--- config.mk ---
export PLATFORM = sky130hd
export DESIGN_NAME = param_fifo_flat
export DESIGN_NICKNAME = d
export VERILOG_FILES = /design/src/rtl/param_fifo_if.sv /design/src/rtl/param_fifo.sv /design/src/flat_wrapper.sv
export SDC_FILE = /design/constraint.sdc
export NUM_CORES = 1
export LEC_CHECK = 0
export CAP_MARGIN = 0
export CORE_AREA = 2 2 80 82
export DETAILED_ROUTE_END_ITERATION = 16
export DIE_AREA = 0 0 82 84
export HOLD_SLACK_MARGIN = 0.1
export PLACE_DENSITY = 0.87
export SLEW_MARGIN = 40
export SYNTH_ARGS = -nofsm -noshare
export SYNTH_HDL_FRONTEND = slang
export SYNTH_SLANG_ARGS = --single-unit
--- constraint.sdc ---
create_clock -name clk -period 6.7 [get_ports clk]
set_input_delay 1.005 -clock clk [delete_from_list [all_inputs] [get_ports clk]]
set_output_delay 1.005 -clock clk [all_outputs]
set_load 0.005 [all_outputs]
--- src/rtl/param_fifo_if.sv ---
// Handshake/data bundle for param_fifo: enqueue/dequeue requests in, data, flags
// and the scanned display outputs back.
interface param_fifo_if #(
  parameter int WIDTH = 4,
  parameter int DEPTH = 8
);
  localparam int AW = $clog2(DEPTH);

  logic             enq;
  logic             deq;
  logic [WIDTH-1:0] in;
  logic [WIDTH-1:0] out;
  logic             full;
  logic             emp;
  logic             almost_full;
  logic             almost_empty;
  logic [AW:0]      count;
  logic             ovf;
  logic             udf;
  logic [AW-1:0]    an;
  logic [3:0]       hexplay_data;

  modport master (
    output enq, deq, in,
    input  out, full, emp, almost_full, almost_empty, count, ovf, udf, an, hexplay_data
  );

  modport slave (
    input  enq, deq, in,
    output out, full, emp, almost_full, almost_empty, count, ovf, udf, an, hexplay_data
  );
endinterface

--- src/rtl/param_fifo.sv ---
// Edge-triggered register FIFO with occupancy flags, sticky error flags and a
// time-multiplexed scan of the occupied slots for a hex display.
module param_fifo #(
  parameter int WIDTH    = 4,
  parameter int DEPTH    = 8,
  parameter int AF_LVL   = 6,
  parameter int AE_LVL   = 1,
  parameter int SCAN_DIV = 1024
) (
  input logic        clk,
  input logic        rst,
  param_fifo_if.slave bus
);
  localparam int AW = $clog2(DEPTH);
  localparam int PW = (SCAN_DIV > 1) ? $clog2(SCAN_DIV) : 1;

  logic [WIDTH-1:0] mem [DEPTH];
  logic [AW-1:0]    head, tail, idx, scan_slot;
  logic [AW:0]      count;
  logic [PW-1:0]    pre;
  logic [WIDTH-1:0] out_r;
  logic             ovf_r, udf_r;
  logic             enq_prev, deq_prev;
  logic             enq_pls, deq_pls, enq_acc, deq_acc, tick;
  logic             full_w, emp_w;

  // Previous samples reset to 1 so a level held across reset release is ignored
  assign enq_pls = bus.enq & ~enq_prev;
  assign deq_pls = bus.deq & ~deq_prev;

  assign full_w  = (count == (AW+1)'(DEPTH));
  assign emp_w   = (count == '0);
  assign deq_acc = deq_pls & ~emp_w;
  assign enq_acc = enq_pls & (~full_w | deq_acc);

  always_ff @(posedge clk or negedge rst) begin
    if (!rst) begin
      enq_prev <= 1'b1;
      deq_prev <= 1'b1;
      head     <= '0;
      tail     <= '0;
      count    <= '0;
      out_r    <= '0;
      ovf_r    <= 1'b0;
      udf_r    <= 1'b0;
    end else begin
      enq_prev <= bus.enq;
      deq_prev <= bus.deq;
      if (enq_acc) tail <= tail + AW'(1);
      if (deq_acc) begin
        head  <= head + AW'(1);
        out_r <= mem[head];
      end
      if (enq_pls && !enq_acc) ovf_r <= 1'b1;
      if (deq_pls && !deq_acc) udf_r <= 1'b1;
      case ({enq_acc, deq_acc})
        2'b10:   count <= count + (AW+1)'(1);
        2'b01:   count <= count - (AW+1)'(1);
        default: count <= count;
      endcase
    end
  end

  // Storage is deliberately left out of reset
  always_ff @(posedge clk) begin
    if (enq_acc) mem[tail] <= bus.in;
  end

  assign tick = (pre == PW'(SCAN_DIV - 1));

  always_ff @(posedge clk or negedge rst) begin
    if (!rst) begin
      pre <= '0;
      idx <= '0;
    end else begin
      pre <= tick ? '0 : pre + PW'(1);
      // Pull the index back when the occupancy shrinks underneath it
      if (count <= {1'b0, idx})
        idx <= '0;
      else if (tick)
        idx <= (({1'b0, idx} + (AW+1)'(1)) >= count) ? '0 : idx + AW'(1);
    end
  end

  assign scan_slot = head + idx;

  assign bus.out          = out_r;
  assign bus.full         = full_w;
  assign bus.emp          = emp_w;
  assign bus.almost_full  = (count >= (AW+1)'(AF_LVL));
  assign bus.almost_empty = (count <= (AW+1)'(AE_LVL));
  assign bus.count        = count;
  assign bus.ovf          = ovf_r;
  assign bus.udf          = udf_r;
  assign bus.an           = emp_w ? '0 : scan_slot;
  assign bus.hexplay_data = emp_w ? 4'h0 : mem[scan_slot][3:0];
endmodule

--- src/flat_wrapper.sv ---
// flat-port wrapper written by rule: the top's interface ports become plain ports
module param_fifo_flat 
#(
  parameter int WIDTH    = 4,
  parameter int DEPTH    = 8,
  parameter int AF_LVL   = 6,
  parameter int AE_LVL   = 1,
  parameter int SCAN_DIV = 1024
)
  (clk, rst, bus_enq, bus_deq, bus_in, bus_out, bus_full, bus_emp, bus_almost_full, bus_almost_empty, bus_count, bus_ovf, bus_udf, bus_an, bus_hexplay_data);
  param_fifo_if #(.WIDTH(WIDTH), .DEPTH(DEPTH)) bus_i ();
  input logic clk;
  input logic rst;
  input wire logic [$bits(bus_i.enq)-1:0] bus_enq;
  input wire logic [$bits(bus_i.deq)-1:0] bus_deq;
  input wire logic [$bits(bus_i.in)-1:0] bus_in;
  output wire logic [$bits(bus_i.out)-1:0] bus_out;
  output wire logic [$bits(bus_i.full)-1:0] bus_full;
  output wire logic [$bits(bus_i.emp)-1:0] bus_emp;
  output wire logic [$bits(bus_i.almost_full)-1:0] bus_almost_full;
  output wire logic [$bits(bus_i.almost_empty)-1:0] bus_almost_empty;
  output wire logic [$bits(bus_i.count)-1:0] bus_count;
  output wire logic [$bits(bus_i.ovf)-1:0] bus_ovf;
  output wire logic [$bits(bus_i.udf)-1:0] bus_udf;
  output wire logic [$bits(bus_i.an)-1:0] bus_an;
  output wire logic [$bits(bus_i.hexplay_data)-1:0] bus_hexplay_data;
  assign bus_i.enq = bus_enq;
  assign bus_i.deq = bus_deq;
  assign bus_i.in = bus_in;
  assign bus_out = bus_i.out;
  assign bus_full = bus_i.full;
  assign bus_emp = bus_i.emp;
  assign bus_almost_full = bus_i.almost_full;
  assign bus_almost_empty = bus_i.almost_empty;
  assign bus_count = bus_i.count;
  assign bus_ovf = bus_i.ovf;
  assign bus_udf = bus_i.udf;
  assign bus_an = bus_i.an;
  assign bus_hexplay_data = bus_i.hexplay_data;
  param_fifo #(.WIDTH(WIDTH), .DEPTH(DEPTH), .AF_LVL(AF_LVL), .AE_LVL(AE_LVL), .SCAN_DIV(SCAN_DIV)) u_core (.clk(clk), .rst(rst), .bus(bus_i));
endmodule
==> results of run 1 <==
## state kept, by name (all words and copies together) (netlist names)
| signal | count |
|---|---|
| u_core.pre | 10 |
| u_core.bus.ovf | 1 |
| u_core.bus.udf | 1 |
| u_core.head | 3 |
| u_core.idx | 3 |
| u_core.bus.out | 4 |
| u_core.mem | 32 |
| u_core.bus.count | 4 |
| u_core.deq_prev | 1 |
| u_core.enq_prev | 1 |
| u_core.tail | 3 |
## report_power, final
group / switching (uW) / internal [uW] / total, uW
logic: 222 / 329 / 551
clock network: 148 / 283 / 430
registers: 91.3 / 471 / 563
total: 461 / 1080 / 1540
## worst max path at each step
stage / slack, ns / cells past startpoint / end / start
after global placement: 2.89 / 7 / bus_hexplay_data[1] / u_core.head[0]$_DFFE_PN0P_
after global routing: 2.13 / 7 / bus_hexplay_data[1] / u_core.head[0]$_DFFE_PN0P_
final: 2.34 / 7 / bus_hexplay_data[1] / u_core.head[0]$_DFFE_PN0P_
after floorplan: 3.67 / 7 / bus_hexplay_data[0] / u_core.head[1]$_DFFE_PN0P_
after detailed placement: 2.74 / 7 / bus_hexplay_data[1] / u_core.head[0]$_DFFE_PN0P_
after CTS: 2.31 / 7 / bus_hexplay_data[1] / u_core.head[0]$_DFFE_PN0P_
## routing by layer
layer / track usage (%) / vias to the layer above
li1: - / 925
met4: 10.2 / 0
met2: 31.0 / 67
met5: 0 / -
met1: 26.4 / 1007
met3: 5.63 / 14
## Yosys cell counts, types with 4 or more instances
| cell type | count |
|---|---|
| mux2i_1 | 9 |
| ha_1 | 17 |
| nand2_1 | 10 |
| mux4_2 | 16 |
| nand2b_1 | 6 |
| nand3_1 | 4 |
| xor2_1 | 7 |
| nor2b_1 | 5 |
| nand4_1 | 4 |
| a21oi_1 | 4 |
| xnor2_1 | 9 |
| dfrtp_1 | 29 |
| nor2_1 | 22 |
| inv_1 | 10 |
| o21ai_0 | 4 |
| edfxtp_1 | 32 |
## stage by stage
stage,total power (uW),setup WS [ns]
floorplan,903,3.67
global placement,1100,2.89
detailed placement,1130,2.74
CTS,1560,2.31
global route,1640,2.13
finish,1540,2.34
## logic make-up (layout without fill, tap and decap cells)
kind of cell | after synthesis | count (layout) | synth area share (%)
compound gates | 21 | 21 | 4.68
xor+xnor | 17 | 17 | 4.88
fa+ha+maj | 18 | 18 | 7.26
buf+inv | 18 | 56 | 2.65
flops | 63 | 63 | 54.3
mux | 26 | 26 | 14.4
simple gates | 69 | 69 | 11.9
## cell type report
type                       count  area, um^2
sequential                    63        1740
inverter                      11        41.3
clock inverter                 7         135
fill                         445        2290
timing repair buffer          29         288
clock buffer                   9         124
tap                           77        96.3
multi-input combinational    151        1380
## worst register-to-register path, delay by kind of cell, from the launching register on
family                   cells  cell delay (ns)
adder cells (fa/ha/maj)      2             0.58
XOR/XNOR                     1             0.13
buffers and inverters        1             0.17
AO/OA/AOI/OAI                1             0.15
AND/OR/NAND/NOR              3             1.31
flip-flops                   1             0.46
==> qor.csv, run 1 <==
metric,value,unit
"most common cell after layout, fill and taps aside",edfxtp_1,
max incr delay on CP,0.82,ns
most frequent cells in the layout,"edfxtp_1 (32), dfrtp_1 (29), clkdlybuf4s50_1 (28), nor2_1 (22), ha_1 (17)",
worst hold start,u_core.bus.udf$_DFFE_PN0P_,
skew final,0.0143,ns
nets,291,
Post CTS Setup Buffer Count,0,
Crit Path Max Fanout,11,
CP startpoint kind,register,
Async SR Flop Fraction,49.2,%
Hold WS,0.468,ns
number of vias per cell,5.80,
R2R cell count,8,
first-pass GRT wire length,10.3,mm
drt total wl,6.25,mm
drt first pass iters,4,
worst endpoint required time,5.69,ns
DR vias,2013,
drt drc,0,
met3 wire len,334,um
CTS buffer count,9,
die height,84,um
fin. max-slew vios,0,
largest area contributor in the synthesized netlist,edfxtp_1,
Setup CP Type,register to output pin,
final core utilization,62.4,%
number of diodes,0,
Top Layer Used,met4,
maximum root-to-sink buffer count,2,
end of the worst register-to-register path,u_core.bus.count[3]$_DFFE_PN0P_,
minimum clock period,4.36,ns
Post-DP HPWL,4.47,mm
die area,0.00689,mm^2
Post-Syn Area per Cell,13.8,um^2
CTS tree,built,
Tot GR Track Use,20.3,%
initial antenna violation count,0,
Final setup violation count,0,
Fin Setup TNS,0,ns
ys flop type,edfxtp_1,
P&R area growth vs syn,18.7,%
Highest Clock Rate,229,MHz
WP buf/inv,2,
post-place instance area,0.00355,mm^2
core region area,0.00610,mm^2
Worst Tran Pin Value,0.708,ns
Hold Path Stages,1,
Arrival @ worst endpoint,3.36,ns
layout cells sized above 1,18.5,%
"Reg clk slew, reported paths",0.08,ns
Fin. Hold Viols,0,
status,"complete, no violations",
"top cells by area, synth","edfxtp_1 (30%), dfrtp_1 (23%), mux4_2 (11%)",
std cell rows,29,
Initial Utilization,52.6,%
Sink Count,63,
PortBufs,28,
"Endpoint, Worst Hold",u_core.bus.udf$_DFFE_PN0P_,
Syn Nets,258,
Post-synth EDFFs,32,
Synth Instances,232,
r2r setup slk,3.82,ns
RSZ-0062 raised after global routing,no,
maximum VDD drop,0.257,mV
met2 routed WL,3.09,mm
Netlist cell types,51,
total gr overflow,0,
synthesized area,0.00321,mm^2
worst-path cell with the longest stage delay,fa_1,
"Seq/Total Area, Yosys",54.3,%
PD cells,406,mW/mm^2
Layout Cells excl Fill,347,
Resized cells post-CTS,0,
vias in the first global route,2053,
maxcap violations,0,
detailed router's first-iteration violation count,177,
WL met1,2.65,mm
crit-path leading delay family,adder cells,
Worst-Skew Late Latency,0.34,ns
Critical Path End Type,output pin,
Slew HR,52.4,%
CTS Hold Bufs,0,
FF-to-FF Start,u_core.bus.count[0]$_DFFE_PN0P_,
Yosys reg bits,63,
routability congestion estimate,0.822,
Final period util,65.1,%
# IOs,29,
H-tree Lvls,3,
Root Buffer,clkbuf_8,
leakage power,0.00150,uW
critical-path cell list,"ha_1, inv_1, fa_1, mux4_2, mux2i_1, nor2_1, clkdlybuf4s50_1",
share of the synthesized area in the top cell type,30.0,%
Hold Crit Class,register to register,
WL per Instance,18.0,um
pin count of the biggest net entering global routing,32,
ANT nets after route,0,
dpl cells,331,
Die W,82,um
Final Cell Area,0.00380,mm^2
synth warn,0,
Power figures use the tool's default switching activity.
==> inputs of run 2 (changes only) <==
CORE_AREA = 2 2 82 84   (was 2 2 80 82)
DIE_AREA = 0 0 84 86   (was 0 0 82 84)
PLACE_DENSITY = 0.86   (was 0.87)
clock period = 3.6 ns   (was 6.7 ns; I/O delays follow)
==> run 2 against run 1 <==
Against the previous run:
- worst setup slack worse by 2.1 ns
- flip-flop and latch count stayed put
- core utilization is 2.7 points lower
- global-route usage is 2.0 points lower
- total power is 72% higher
- non-clock buffer count is 3 higher
- combinational power is 100% higher
- sequential share of layout area is 0.72 points higher
- clock skew is 0.0033 ns lower
- cell count is 0.86% higher
- clock-buffer cell count is 3 higher
- wire length is 3.7% lower
==> qor.csv, run 2 (same netlist as run 1, synthesis figures left out) <==
metric,value,unit,change
H-tree Lvls,3,,unchanged
Root Buffer,clkbuf_8,,
maximum VDD drop,0.344,mV,+34%
Fin Setup TNS,0,ns,unchanged
Final setup violation count,0,,unchanged
Arrival @ worst endpoint,2.81,ns,-0.55 ns
P&R area growth vs syn,16.9,%,
detailed router's first-iteration violation count,176,,-0.56%
Die W,84,um,+2.4%
total power,2660,uW,+72%
crit-path leading delay family,adder cells,,
die height,86,um,+2.4%
number of diodes,0,,unchanged
Hold Crit Class,register to register,,
vias in the first global route,1945,,-5.3%
fin. max-slew vios,0,,unchanged
FF/Latch Area,0.00174,mm^2,unchanged
leakage power,0.00148,uW,-1.4%
Fillers,477,,+7.2%
# IOs,29,,unchanged
CTS tree,built,,
Worst Tran Pin Value,0.760,ns,+0.0519 ns
WP buf/inv,2,,unchanged
Post CTS Setup Buffer Count,0,,unchanged
Final period util,93.2,%,
maxcap violations,0,,unchanged
total gr overflow,0,,unchanged
Fin. Hold Viols,0,,unchanged
max incr delay on CP,0.73,ns,-0.09 ns
CP startpoint kind,register,,
RSZ-0062 raised after global routing,no,,
core region area,0.00628,mm^2,+3.0%
critical-path cell list,"ha_1, inv_1, fa_2, mux4_2, mux2i_1, nor2_1, clkdlybuf4s50_1",,
Crit Path Max Fanout,9,,-2
Initial Utilization,51.1,%,-1.5 points
Slew HR,49.0,%,-3.5 points
Setup CP Type,register to output pin,,
PortBufs,28,,unchanged
Tot GR Track Use,18.3,%,-2.0 points
skew final,0.0110,ns,-0.00325 ns
met3 GRT Util,3.75,%,-1.9 points
number of vias per cell,5.64,,-2.8%
max reg flops,32,,unchanged
worst endpoint required time,3.06,ns,-2.63 ns
DR vias,1973,,-2.0%
die area,0.00722,mm^2,+4.9%
CTS buffer count,9,,unchanged
Worst-Skew Late Latency,0.34,ns,about the same
"most common cell after layout, fill and taps aside",edfxtp_1,,
drt first pass iters,4,,unchanged
routability congestion estimate,0.810,,-1.4%
layout cells sized above 1,19.4,%,+0.90 points
most frequent cells in the layout,"edfxtp_1 (32), dfrtp_1 (29), clkdlybuf4s50_1 (28), nor2_1 (22), ha_1 (17)",,
"Reg clk slew, reported paths",0.07,ns,about the same
maximum root-to-sink buffer count,2,,unchanged
worst-path cell with the longest stage delay,fa_2,,
std cell rows,29,,unchanged
first-pass GRT wire length,9.68,mm,-5.8%
status,"complete, no violations",,
minimum clock period,3.35,ns,
Critical Path End Type,output pin,,
drt drc,0,,unchanged
Largest Register,u_core.mem,,
Sink Count,63,,unchanged
global route hottest layer,met2,,
met1 Use GR,22.6,%,-3.8 points
pin count of the biggest net entering global routing,32,,unchanged
Post-DP HPWL,4.33,mm,-3.0%
nets,294,,+1.0%
WL per Instance,17.2,um,-4.5%
multi-input logic area,0.00138,mm^2,+0.18%
ANT nets after route,0,,unchanged
Top Registers,"u_core.mem x32, u_core.pre x10",,
Highest Clock Rate,298,MHz,
GRT met2 Usage,30.0,%,-1.0 points
drt total wl,6.02,mm,-3.7%
initial antenna violation count,0,,unchanged
PD cells,711,mW/mm^2,+75%
## run 2: cell count changes in the layout (fill, tap and decap cells not counted), sizes merged
cell    previous run  this run
clkbuf             9        12
bufinv             4         0
clkinv             3         4
buf                1         4
## run 2: report_power, final
| part | total (uW) | switching (uW) | leakage [uW] | internal (uW) |
|---|---|---|---|---|
| Sequential | 999 | 121 | 0.000662 | 878 |
| Clock | 539 | 257 | 0.0000959 | 283 |
| Combinational | 1120 | 491 | 0.000722 | 633 |
## run 2: timing repair
item                                    in CTS  in global routing
gates resized for setup                      0                  1
endpoints found under the setup margin       0                  1
hold buffers                                 0                  0
## run 2: final cells by class
type / count / share of cell area (%)
Clock buffer: 12 / 4.14
Clock inverter: 4 / 0.534
Inverter: 11 / 1.10
Multi-Input combinational cell: 151 / 36.9
Sequential cell: 63 / 46.4
Tap cell: 77 / 2.57
Timing Repair Buffer: 32 / 8.28
## run 2: path summary, 6_finish.rpt
kind	slack [ns]	endpoint	startpoint	cells past startpoint
setup reg to reg	0.86	u_core.bus.count[3]$_DFFE_PN0P_	u_core.bus.count[1]$_DFFE_PN0P_	8
hold reg to reg	0.45	u_core.pre[0]$_DFF_PN0_	u_core.pre[0]$_DFF_PN0_	1
setup / recovery	0.25	bus_hexplay_data[3]	u_core.idx[0]$_DFFE_PN0P_	7
hold / removal	0.45	u_core.pre[0]$_DFF_PN0_	u_core.pre[0]$_DFF_PN0_	1
min in group asynchronous	0.59	u_core.pre[1]$_DFF_PN0_	rst	2
max in group asynchronous	2.68	u_core.enq_prev$_DFF_PN1_	rst	2
## run 2: through the flow
step                      hold WS, ns  util [%]  area (um^2)  worst slack [ns]  std cells
after floorplan                 0.244         -         3210              1.03        232
after global placement          0.443      56.8         3570             0.550        334
after detailed placement        0.446      56.8         3570             0.462        334
after CTS                       0.456      59.6         3740            0.0952        350
after global routing            0.485      59.7         3750            0.0728        350
final                           0.450      59.7         3750             0.245        350
## run 2: metal layers
layer  up-vias  part of all wire (%)
li1        922                     -
met1       990                    41
met2        50                    51
met3        11                   4.9
met4         0                   2.6
met5         -                     0
